===== src/rtl/wb_board_arbiter_if.sv =====
// wb_board_arbiter_if
//   One wishbone-style board-IO port: a requester drives select, word
//   address, byte lanes, write data and write enable; the responder returns
//   read data, a one-cycle ack and an error flag that qualifies the ack.
// Parameters
//   ADDR_W  word address width (DEV_ADDR_BITS-2)
// Modports
//   master  requester side (CPU data bus, debug/DMA engine)
//   slave   responder side including the error flag (arbiter upstream ports)
//   bridge  requester side without the error flag (arbiter towards a plain
//           board-IO register block, which has no error signalling)
interface wb_board_arbiter_if #(
  parameter int ADDR_W = 6
);
  logic              cs;
  logic [ADDR_W-1:0] addr;
  logic [3:0]        sel;
  logic [31:0]       wdata;
  logic              we;
  logic [31:0]       rdata;
  logic              ack;
  logic              err;

  modport master (output cs, addr, sel, wdata, we, input rdata, ack, err);
  modport slave  (input cs, addr, sel, wdata, we, output rdata, ack, err);
  modport bridge (output cs, addr, sel, wdata, we, input rdata, ack);
endinterface


===== src/rtl/wb_board_arbiter.sv =====
// wb_board_arbiter
//   Two-master arbiter in front of one board-IO slave (switches, buttons,
//   LEDs, 7-segment registers). One transaction runs at a time, every
//   slave-side signal is registered, and a bus timeout turns a silent slave
//   into an error ack.
// Parameters
//   DEV_ADDR_BITS  I/O space address width; word address is [DEV_ADDR_BITS-1:2]
//   TIMEOUT        BUSY cycles without slave ack before an error ack; 0 = off
//   PRIORITY_M0    0 = round-robin on ties, 1 = m0 always wins ties
// Ports
//   clk        single clock for masters, slave and arbiter
//   rst        synchronous active-high reset
//   m0, m1     upstream master ports (slave modport of wb_board_arbiter_if)
//   s          downstream slave port (bridge modport, registered outputs)
//   timeout_o  one-cycle pulse when a timeout error ack is issued
module wb_board_arbiter #(
  parameter int DEV_ADDR_BITS = 8,
  parameter int TIMEOUT       = 255,
  parameter int PRIORITY_M0   = 0
) (
  input  logic                 clk,
  input  logic                 rst,
  wb_board_arbiter_if.slave    m0,
  wb_board_arbiter_if.slave    m1,
  wb_board_arbiter_if.bridge   s,
  output logic                 timeout_o
);

  localparam int AW = DEV_ADDR_BITS - 2;
  localparam logic [15:0] TIMEOUT_LIM = 16'(TIMEOUT - 1);

  typedef enum logic [1:0] {IDLE, BUSY, RESP} state_t;

  state_t          state_q, state_d;
  logic            grant_q, grant_d;
  logic            last_grant_q, last_grant_d;
  logic [15:0]     timer_q, timer_d;
  logic            s_cs_q, s_cs_d;
  logic [AW-1:0]   s_addr_q, s_addr_d;
  logic [3:0]      s_sel_q, s_sel_d;
  logic [31:0]     s_data_q, s_data_d;
  logic            s_we_q, s_we_d;
  logic [31:0]     m0_data_q, m0_data_d, m1_data_q, m1_data_d;
  logic            m0_ack_q, m0_ack_d, m1_ack_q, m1_ack_d;
  logic            m0_err_q, m0_err_d, m1_err_q, m1_err_d;
  logic            timeout_q, timeout_d;

  logic            req_any;
  logic            pick_m1;
  logic            timeout_hit;

  // m1 wins when it is the only requester, or on a round-robin tie when m0
  // held the previous grant.
  assign req_any     = m0.cs | m1.cs;
  assign pick_m1     = m1.cs & (~m0.cs | ((PRIORITY_M0 == 0) & ~last_grant_q));
  assign timeout_hit = (TIMEOUT != 0) && (timer_q == TIMEOUT_LIM);

  // State register.
  always_ff @(posedge clk) begin
    if (rst) state_q <= IDLE;
    else     state_q <= state_d;
  end

  // Next-state logic: a slave ack beats the timeout in the same cycle.
  always_comb begin
    state_d = state_q;
    case (state_q)
      IDLE:    if (req_any) state_d = BUSY;
      BUSY:    if (s.ack || timeout_hit) state_d = RESP;
      RESP:    state_d = IDLE;
      default: state_d = IDLE;
    endcase
  end

  // Output/datapath next values. Master-side responses are single-cycle
  // pulses, so they default to zero and are only raised on completion.
  always_comb begin
    grant_d      = grant_q;
    last_grant_d = last_grant_q;
    timer_d      = timer_q;
    s_cs_d       = s_cs_q;
    s_addr_d     = s_addr_q;
    s_sel_d      = s_sel_q;
    s_data_d     = s_data_q;
    s_we_d       = s_we_q;
    m0_data_d    = '0;
    m0_ack_d     = 1'b0;
    m0_err_d     = 1'b0;
    m1_data_d    = '0;
    m1_ack_d     = 1'b0;
    m1_err_d     = 1'b0;
    timeout_d    = 1'b0;
    case (state_q)
      IDLE: begin
        if (req_any) begin
          grant_d  = pick_m1;
          s_cs_d   = 1'b1;
          s_addr_d = pick_m1 ? m1.addr  : m0.addr;
          s_sel_d  = pick_m1 ? m1.sel   : m0.sel;
          s_data_d = pick_m1 ? m1.wdata : m0.wdata;
          s_we_d   = pick_m1 ? m1.we    : m0.we;
          timer_d  = '0;
        end
      end
      BUSY: begin
        if (s.ack) begin
          s_cs_d       = 1'b0;
          last_grant_d = grant_q;
          if (grant_q) begin
            m1_ack_d  = 1'b1;
            m1_data_d = s.rdata;
          end else begin
            m0_ack_d  = 1'b1;
            m0_data_d = s.rdata;
          end
        end else if (timeout_hit) begin
          s_cs_d       = 1'b0;
          last_grant_d = grant_q;
          timeout_d    = 1'b1;
          if (grant_q) begin
            m1_ack_d = 1'b1;
            m1_err_d = 1'b1;
          end else begin
            m0_ack_d = 1'b1;
            m0_err_d = 1'b1;
          end
        end else begin
          timer_d = timer_q + 16'd1;
        end
      end
      default: ;
    endcase
  end

  // Datapath registers; reset abandons any in-flight transaction silently
  // and hands the next tie to m0.
  always_ff @(posedge clk) begin
    if (rst) begin
      grant_q      <= 1'b0;
      last_grant_q <= 1'b1;
      timer_q      <= '0;
      s_cs_q       <= 1'b0;
      s_addr_q     <= '0;
      s_sel_q      <= '0;
      s_data_q     <= '0;
      s_we_q       <= 1'b0;
      m0_data_q    <= '0;
      m0_ack_q     <= 1'b0;
      m0_err_q     <= 1'b0;
      m1_data_q    <= '0;
      m1_ack_q     <= 1'b0;
      m1_err_q     <= 1'b0;
      timeout_q    <= 1'b0;
    end else begin
      grant_q      <= grant_d;
      last_grant_q <= last_grant_d;
      timer_q      <= timer_d;
      s_cs_q       <= s_cs_d;
      s_addr_q     <= s_addr_d;
      s_sel_q      <= s_sel_d;
      s_data_q     <= s_data_d;
      s_we_q       <= s_we_d;
      m0_data_q    <= m0_data_d;
      m0_ack_q     <= m0_ack_d;
      m0_err_q     <= m0_err_d;
      m1_data_q    <= m1_data_d;
      m1_ack_q     <= m1_ack_d;
      m1_err_q     <= m1_err_d;
      timeout_q    <= timeout_d;
    end
  end

  assign s.cs     = s_cs_q;
  assign s.addr   = s_addr_q;
  assign s.sel    = s_sel_q;
  assign s.wdata  = s_data_q;
  assign s.we     = s_we_q;
  assign m0.rdata = m0_data_q;
  assign m0.ack   = m0_ack_q;
  assign m0.err   = m0_err_q;
  assign m1.rdata = m1_data_q;
  assign m1.ack   = m1_ack_q;
  assign m1.err   = m1_err_q;
  assign timeout_o = timeout_q;

endmodule

===== src/flat_wrapper.sv =====
// flat-port wrapper written by rule: the top's interface ports become plain ports
module wb_board_arbiter_flat 
#(
  parameter int DEV_ADDR_BITS = 8,
  parameter int TIMEOUT       = 255,
  parameter int PRIORITY_M0   = 0
)
  (clk, rst, timeout_o, m0_cs, m0_addr, m0_sel, m0_wdata, m0_we, m0_rdata, m0_ack, m0_err, m1_cs, m1_addr, m1_sel, m1_wdata, m1_we, m1_rdata, m1_ack, m1_err, s_cs, s_addr, s_sel, s_wdata, s_we, s_rdata, s_ack);
  wb_board_arbiter_if m0_i ();
  wb_board_arbiter_if m1_i ();
  wb_board_arbiter_if s_i ();
  input  logic clk;
  input  logic rst;
  output logic timeout_o;
  input wire logic [$bits(m0_i.cs)-1:0] m0_cs;
  input wire logic [$bits(m0_i.addr)-1:0] m0_addr;
  input wire logic [$bits(m0_i.sel)-1:0] m0_sel;
  input wire logic [$bits(m0_i.wdata)-1:0] m0_wdata;
  input wire logic [$bits(m0_i.we)-1:0] m0_we;
  output wire logic [$bits(m0_i.rdata)-1:0] m0_rdata;
  output wire logic [$bits(m0_i.ack)-1:0] m0_ack;
  output wire logic [$bits(m0_i.err)-1:0] m0_err;
  input wire logic [$bits(m1_i.cs)-1:0] m1_cs;
  input wire logic [$bits(m1_i.addr)-1:0] m1_addr;
  input wire logic [$bits(m1_i.sel)-1:0] m1_sel;
  input wire logic [$bits(m1_i.wdata)-1:0] m1_wdata;
  input wire logic [$bits(m1_i.we)-1:0] m1_we;
  output wire logic [$bits(m1_i.rdata)-1:0] m1_rdata;
  output wire logic [$bits(m1_i.ack)-1:0] m1_ack;
  output wire logic [$bits(m1_i.err)-1:0] m1_err;
  output wire logic [$bits(s_i.cs)-1:0] s_cs;
  output wire logic [$bits(s_i.addr)-1:0] s_addr;
  output wire logic [$bits(s_i.sel)-1:0] s_sel;
  output wire logic [$bits(s_i.wdata)-1:0] s_wdata;
  output wire logic [$bits(s_i.we)-1:0] s_we;
  input wire logic [$bits(s_i.rdata)-1:0] s_rdata;
  input wire logic [$bits(s_i.ack)-1:0] s_ack;
  assign m0_i.cs = m0_cs;
  assign m0_i.addr = m0_addr;
  assign m0_i.sel = m0_sel;
  assign m0_i.wdata = m0_wdata;
  assign m0_i.we = m0_we;
  assign m0_rdata = m0_i.rdata;
  assign m0_ack = m0_i.ack;
  assign m0_err = m0_i.err;
  assign m1_i.cs = m1_cs;
  assign m1_i.addr = m1_addr;
  assign m1_i.sel = m1_sel;
  assign m1_i.wdata = m1_wdata;
  assign m1_i.we = m1_we;
  assign m1_rdata = m1_i.rdata;
  assign m1_ack = m1_i.ack;
  assign m1_err = m1_i.err;
  assign s_cs = s_i.cs;
  assign s_addr = s_i.addr;
  assign s_sel = s_i.sel;
  assign s_wdata = s_i.wdata;
  assign s_we = s_i.we;
  assign s_i.rdata = s_rdata;
  assign s_i.ack = s_ack;
  wb_board_arbiter #(.DEV_ADDR_BITS(DEV_ADDR_BITS), .TIMEOUT(TIMEOUT), .PRIORITY_M0(PRIORITY_M0)) u_core (.clk(clk), .rst(rst), .m0(m0_i), .m1(m1_i), .s(s_i), .timeout_o(timeout_o));
endmodule

===== config.mk =====
export PLATFORM = sky130hd
export DESIGN_NAME = wb_board_arbiter_flat
export DESIGN_NICKNAME = d
export VERILOG_FILES = /design/src/rtl/wb_board_arbiter_if.sv /design/src/rtl/wb_board_arbiter.sv /design/src/flat_wrapper.sv
export SDC_FILE = /design/constraint.sdc
export NUM_CORES = 1
export LEC_CHECK = 0
export ABC_AREA = 1
export BUFFER_PORTS_ARGS = -buffer_cell sky130_fd_sc_hd__buf_2
export CAP_MARGIN = 20
export CORE_ASPECT_RATIO = 1.1
export CORE_MARGIN = 2
export CORE_UTILIZATION = 46
export DETAILED_ROUTE_END_ITERATION = 10
export HOLD_SLACK_MARGIN = 0.15
export PLACE_DENSITY = 0.8
export SLEW_MARGIN = 20
export SYNTH_ARGS = -nofsm -noshare
export SYNTH_HDL_FRONTEND = slang
export SYNTH_SLANG_ARGS = --single-unit

===== constraint.sdc =====
create_clock -name clk -period 1.6 [get_ports clk]
set_input_delay 0.08 -clock clk [delete_from_list [all_inputs] [get_ports clk]]
set_output_delay 0.08 -clock clk [all_outputs]
set_load 0.03 [all_outputs]

After elaboration in Yosys (flattened, before gate mapping)
Index checks and enable logic that the tools add are counted.
{"block": "word_totals", "inputBits": 123, "ff_bits": 133, "out_inout_bits": 113, "wordCells": 69}
{"block": "op_classes", "n_mux": 24, "bitwise": 8, "eq_ne": 7, "add_sub_neg": 1, "n_reduce_logical": 13}
{"op": "$mux W16", "count": 3}
{"op": "$mux W32", "count": 1}
{"op": "$pmux W16 S2", "count": 1}
{"op": "$add A16 B1 Y16 const B", "count": 1}
{"op": "$eq A16 B8 Y1 const B", "count": 1}
{"op": "$mux W1", "count": 13}
{"op": "$reduce_or A4 Y1", "count": 2}
{"op": "$mux W6", "count": 1}
{"op": "$reduce_and A2 Y1", "count": 3}
{"op": "$not A1 Y1", "count": 5}
{"op": "$mux W2", "count": 2}
{"op": "$mux W4", "count": 1}
{"op": "$ne A2 B1 Y1 const B", "count": 2}
{"op": "$ne A2 B2 Y1 const B", "count": 2}
{"op": "$pmux W2 S2", "count": 1}
{"op": "$reduce_and A4 Y1", "count": 1}
{"op": "$reduce_bool A2 Y1", "count": 2}
{"op": "$ne A3 B2 Y1 const B", "count": 1}
{"op": "$reduce_and A3 Y1", "count": 1}
{"op": "$reduce_or A3 Y1", "count": 1}
{"op": "$eq A2 B1 Y1 const B", "count": 1}
{"op": "$logic_not A2 Y1", "count": 1}
{"op": "$or A1 B1 Y1", "count": 2}
{"op": "$pmux W1 S2", "count": 1}
{"op": "other kinds (3)", "count": 3}

Depth between registers and ports, before layout
{"block": "depth", "word_depth": 4, "ltp_mapped": 11, "ltp_nobuf": 10}

Worst setup path after synthesis
OpenSTA, ideal clock, no wires.
{"block": "synth_path", "path_type": "reg2reg", "from": "reg u_core.timer_q[0]", "to": "reg u_core.timer_q[2]", "stages_incl_launch_ff": 11, "n_path_buf": 1, "path_slack_ns": 0.209, "synth_period_minus_slack_ns": 1.391, "setup_ns": 0.114, "required_time_ns": 1.486, "arrival_ns": 1.277, "path_cell_list": "dfxtp_1 inv_1 ha_1 nand3_1 nor2_2 nand2_2 nand2_4 nand2_4 buf_6 a21oi_1 nor2_1"}
{"block": "synth_via", "elab_chain_cells": 4, "word_cells_on_any_way": 7, "classes_between": "1 x add/sub; 2 x eq/ne; 3 x mux; 1 x reduce/logical"}
{"element": "from (decl)", "line": "wb_board_arbiter.sv:37", "text": "logic [15:0] timer_q, timer_d;"}
{"element": "from (signal assigned)", "line": "wb_board_arbiter.sv:157", "text": "timer_q <= timer_d;"}
{"element": "$add A16 B1 Y16", "line": "wb_board_arbiter.sv:128", "text": "timer_d = timer_q + 16'd1;"}
{"element": "$mux W16", "line": "wb_board_arbiter.sv:116", "text": "end else if (timeout_hit) begin"}
{"element": "$mux W16", "line": "wb_board_arbiter.sv:106", "text": "if (s.ack) begin"}
{"element": "$pmux W16 S2", "line": "wb_board_arbiter.sv:93", "text": "case (state_q)"}
Several ways; a longest one is shown, not always the timed one. The select of a mux whose other input is x is not followed.
A chain may end at the register's enable or synchronous reset.

Worst setup path after layout
{"block": "layout_path", "from": "reg u_core.state_q[1]", "to": "reg u_core.s_data_q[30] (netlist: u_core.s.wdata[30])"}
{"block": "layout_via", "elab_chain_cells": 2}
{"element": "from (decl)", "line": "wb_board_arbiter.sv:34", "text": "state_t state_q, state_d;"}
{"element": "from (signal assigned)", "line": "wb_board_arbiter.sv:61", "text": "else state_q <= state_d;"}
{"element": "$logic_not A2 Y1", "line": "wb_board_arbiter.sv:93"}
{"element": "$reduce_and A2 Y1 (no source line)"}
{"element": "to (signal assigned)", "line": "wb_board_arbiter.sv:161", "text": "s_data_q <= s_data_d;"}
{"element": "to (decl)", "line": "wb_board_arbiter.sv:41", "text": "logic [31:0] s_data_q, s_data_d;"}
Every way passes these cells.

==> results.md <==
- Skew final: 0.0111 ns
- Total global-route track usage: 31.9%
- Final nets: 1126
- Vias per cell: 5.18
- Met1 usage in global routing: 34.6%
- Synth cell types: 25
- Placed cells: 1004
- Simple-gate portion of the synthesized area: 25.6%
- Final period util: 94.6%
- Worst slew pin tran: 0.367 ns
- Crit path required time: 1.92 ns
- Area growth, synth to finish: 66.0%
- RD Place Congestion: 1.03
- Grt ovf: 0
- Mux cell area share after synthesis: 0%
- Htree depth: 4
- Crit path max fanout: 66
- Post-DP Area: 6270 sq um
- Commonest non-fill, non-tap cell in the layout: buf_2
- Worst path max stage delay: 0.30 ns
- Synth Register Bits: 133
- Fin. max-slew vios: 0
- Most frequent cells in the layout: 235 x buf_2, 156 x nand2_1, 132 x dfxtp_1
- Critical Path, Cell by Cell: or2_1 > nor2_4 > buf_12 > o21ai_0 > a31oi_1
- Synth warnings: 0
- DRC violations left: 0
- CTS Sinks: 133
- Crit path DAT: 1.84 ns
- Detailed-router iteration count before antenna repair: 7
- CTS buffer count: 17
- Layout cell share with drive strength beyond 1: 29.8%
- First-pass GRT wire length: 28.3 mm
- Site Rows: 39
- ANT nets after route: 0
- Capturing element type of the critical path: flop
- Hold Vio Cnt, Final: 0
- Die H: 112 microns
- Number of port buffers: 235
- Grt met2 use: 52.8%
- Top-level I/O count: 236
- Max-Cap Viols: 0
- Die width: 102 microns
- Post-synthesis xor/xnor area fraction: 0%
- Clk Latency, worst-skew pair: 0.41 ns
- Pin count of the biggest net entering global routing: 67
- Initial DRC count: 479
- Routed WL per cell: 16.0 microns
- Global routing usage on met3: 10.4%
- Initial antenna violation count: 0
- Die Area: 11500 sq um
- CTS tree: yes
- Post-synthesis compound-gate area fraction: 12.0%
- Reg area: 2660 sq um
- RSZ-0062 raised after global routing: false
- Post-CTS Setup Bufs: 0
- Fin Hold WS: 0.232 ns
- Sequential area share after synthesis: 54.4%
- Mapped cell area: 4900 sq um
- Synth Instances: 641
- P_leak: 4.10 nW
- Syn Nets: 766
- Setup tns final: 0 ns
- Starting Density: 47.1%
- Hold crit path type: in -> reg
- PD cells: 1130 nW/um^2
- Slew HR: 75.4%
- Main combinational cell family by area after synthesis: simple AND/OR/NAND/NOR gates
- Vias in the first global route: 5867
- Clk slew on worst S/H paths: 0.07 ns
- Clock buffer depth: 2
- GR peak layer: met2
- CTS root buf: clkbuf_16
- Fillers: 629
- Fin util: 78.2%
- Fin cells: 1157
- Placed wire-length estimate: 10.0 mm
- Design area: 8130 sq um
- Drt total wl: 18.5 mm
- DR vias: 5992
- Area of the core: 10400 sq um
- Adder-cell area share of the yosys netlist: 0.511%
- Status: finished, final reports clean
- Final setup violation count: 0
- IR drop worst, VDD: 0.646 mV
- Synth Area per Inst: 7.64 sq um
- Slowest CP cell: dfxtp_1
- Post-layout min period: 1.51 ns
- Fmax: 661 MHz
- Multi-input gate area: 1920 sq um
- ANT cells: 0
- Critical path type: reg -> reg
- Startpoint types: flop
what timing repair did:
item / 4_1_cts / 5_1_grt
resized for setup: 0 / 8
endpoints found under the setup margin: 0 / 21
hold buffers: 120 / 0
hold endpoints to repair: 122 / 0
through the flow:
step | setup slack [ns] | power, W
2_1_floorplan | 0.209 | 0.00443
3_3_place_gp | 0.130 | 0.00489
3_5_place_dp | 0.0861 | 0.00490
4_1_cts | 0.0697 | 0.00910
5_1_grt | 0.000568 | 0.00951
6_report | 0.0867 | 0.00917
logic make-up (layout without fill, tap and decap cells):
kind of cell	Yosys count	in the layout
AO/OA/AOI/OAI	105	105
buffers and inverters	92	464
AND/OR/NAND/NOR	309	310
flip-flops	133	133
adder cells (fa/ha/maj)	2	2
critical path: cells and delay by family (launching register included):
kind            cells  cell delay, ns
simple gates        2            0.40
buf+inv             1            0.27
compound gates      2            0.43
flops               1            0.30
Yosys cell counts:
library cell / number / area share, %
or2_1: 1 / 0.13
buf_2: 7 / 0.72
nor3_1: 2 / 0.20
nor2_4: 1 / 0.23
nor2_1: 109 / 8.4
a31oi_1: 43 / 5.5
o21bai_1: 1 / 0.15
nand3b_1: 1 / 0.15
nand3_1: 26 / 2.7
a21oi_1: 14 / 1.4
ha_1: 2 / 0.51
nand2_1: 156 / 12
o21ai_0: 45 / 4.6
nand2_4: 2 / 0.46
o31ai_1: 1 / 0.15
inv_1: 57 / 4.4
nand4_1: 6 / 0.77
a21oi_2: 1 / 0.18
clkbuf_1: 24 / 1.8
inv_2: 2 / 0.15
buf_6: 2 / 0.46
nor2_2: 1 / 0.13
nor3b_1: 1 / 0.15
nand2_2: 3 / 0.38
dfxtp_1: 133 / 54
path summary, 6_finish.rpt:
| check | endpoint | from | cells after the start | slack (ns) |
|---|---|---|---|---|
| min | u_core.s.sel[2] | m0_cs | 5 | 0.23 |
| max reg2reg | u_core.s.wdata[30] | u_core.state_q[1] | 5 | 0.09 |
| min reg2reg | u_core.timer_q[0] | u_core.timer_q[0] | 1 | 0.49 |
| max | u_core.s.wdata[30] | u_core.state_q[1] | 5 | 0.09 |
power by group:
| part | switching (W) | internal [W] | total, W |
|---|---|---|---|
| combinational | 0.000968 | 0.000613 | 0.00158 |
| sequential | 0.000105 | 0.00349 | 0.00360 |
| clock | 0.00156 | 0.00243 | 0.00399 |
routing by layer:
metal / vias up / share of wire (%) / wire [microns]
li1: 2775 / - / -
met1: 2683 / 36 / 6730
met2: 442 / 47 / 8730
met5: - / 0 / 0
met4: 0 / 5.8 / 1070
met3: 92 / 11 / 1990
sequential cells by signal, summed over array words and instances (netlist names):
| signal | cells |
|---|---|
| u_core.m1.ack | 1 |
| u_core.m1.err | 1 |
| u_core.m0.rdata | 32 |
| u_core.timer_q | 16 |
| u_core.s.we | 1 |
| u_core.timeout_o | 1 |
| u_core.s.cs | 1 |
| u_core.grant_q | 1 |
| u_core.state_q | 2 |
| u_core.s.sel | 4 |
| u_core.s.addr | 6 |
| u_core.s.wdata | 32 |
| u_core.m0.err | 1 |
| u_core.last_grant_q | 1 |
| u_core.m1.rdata | 32 |
| u_core.m0.ack | 1 |
layout make-up:
cell class              count  area share (%)
repair buffers            373            31.2
clock inverters            13            1.97
inverters                  59            2.72
flip-flops and latches    133            32.8
multi-input cells         417            23.6
well taps                 143            2.20
clock buffers              19            5.57
(Power assumes the default switching activity.)
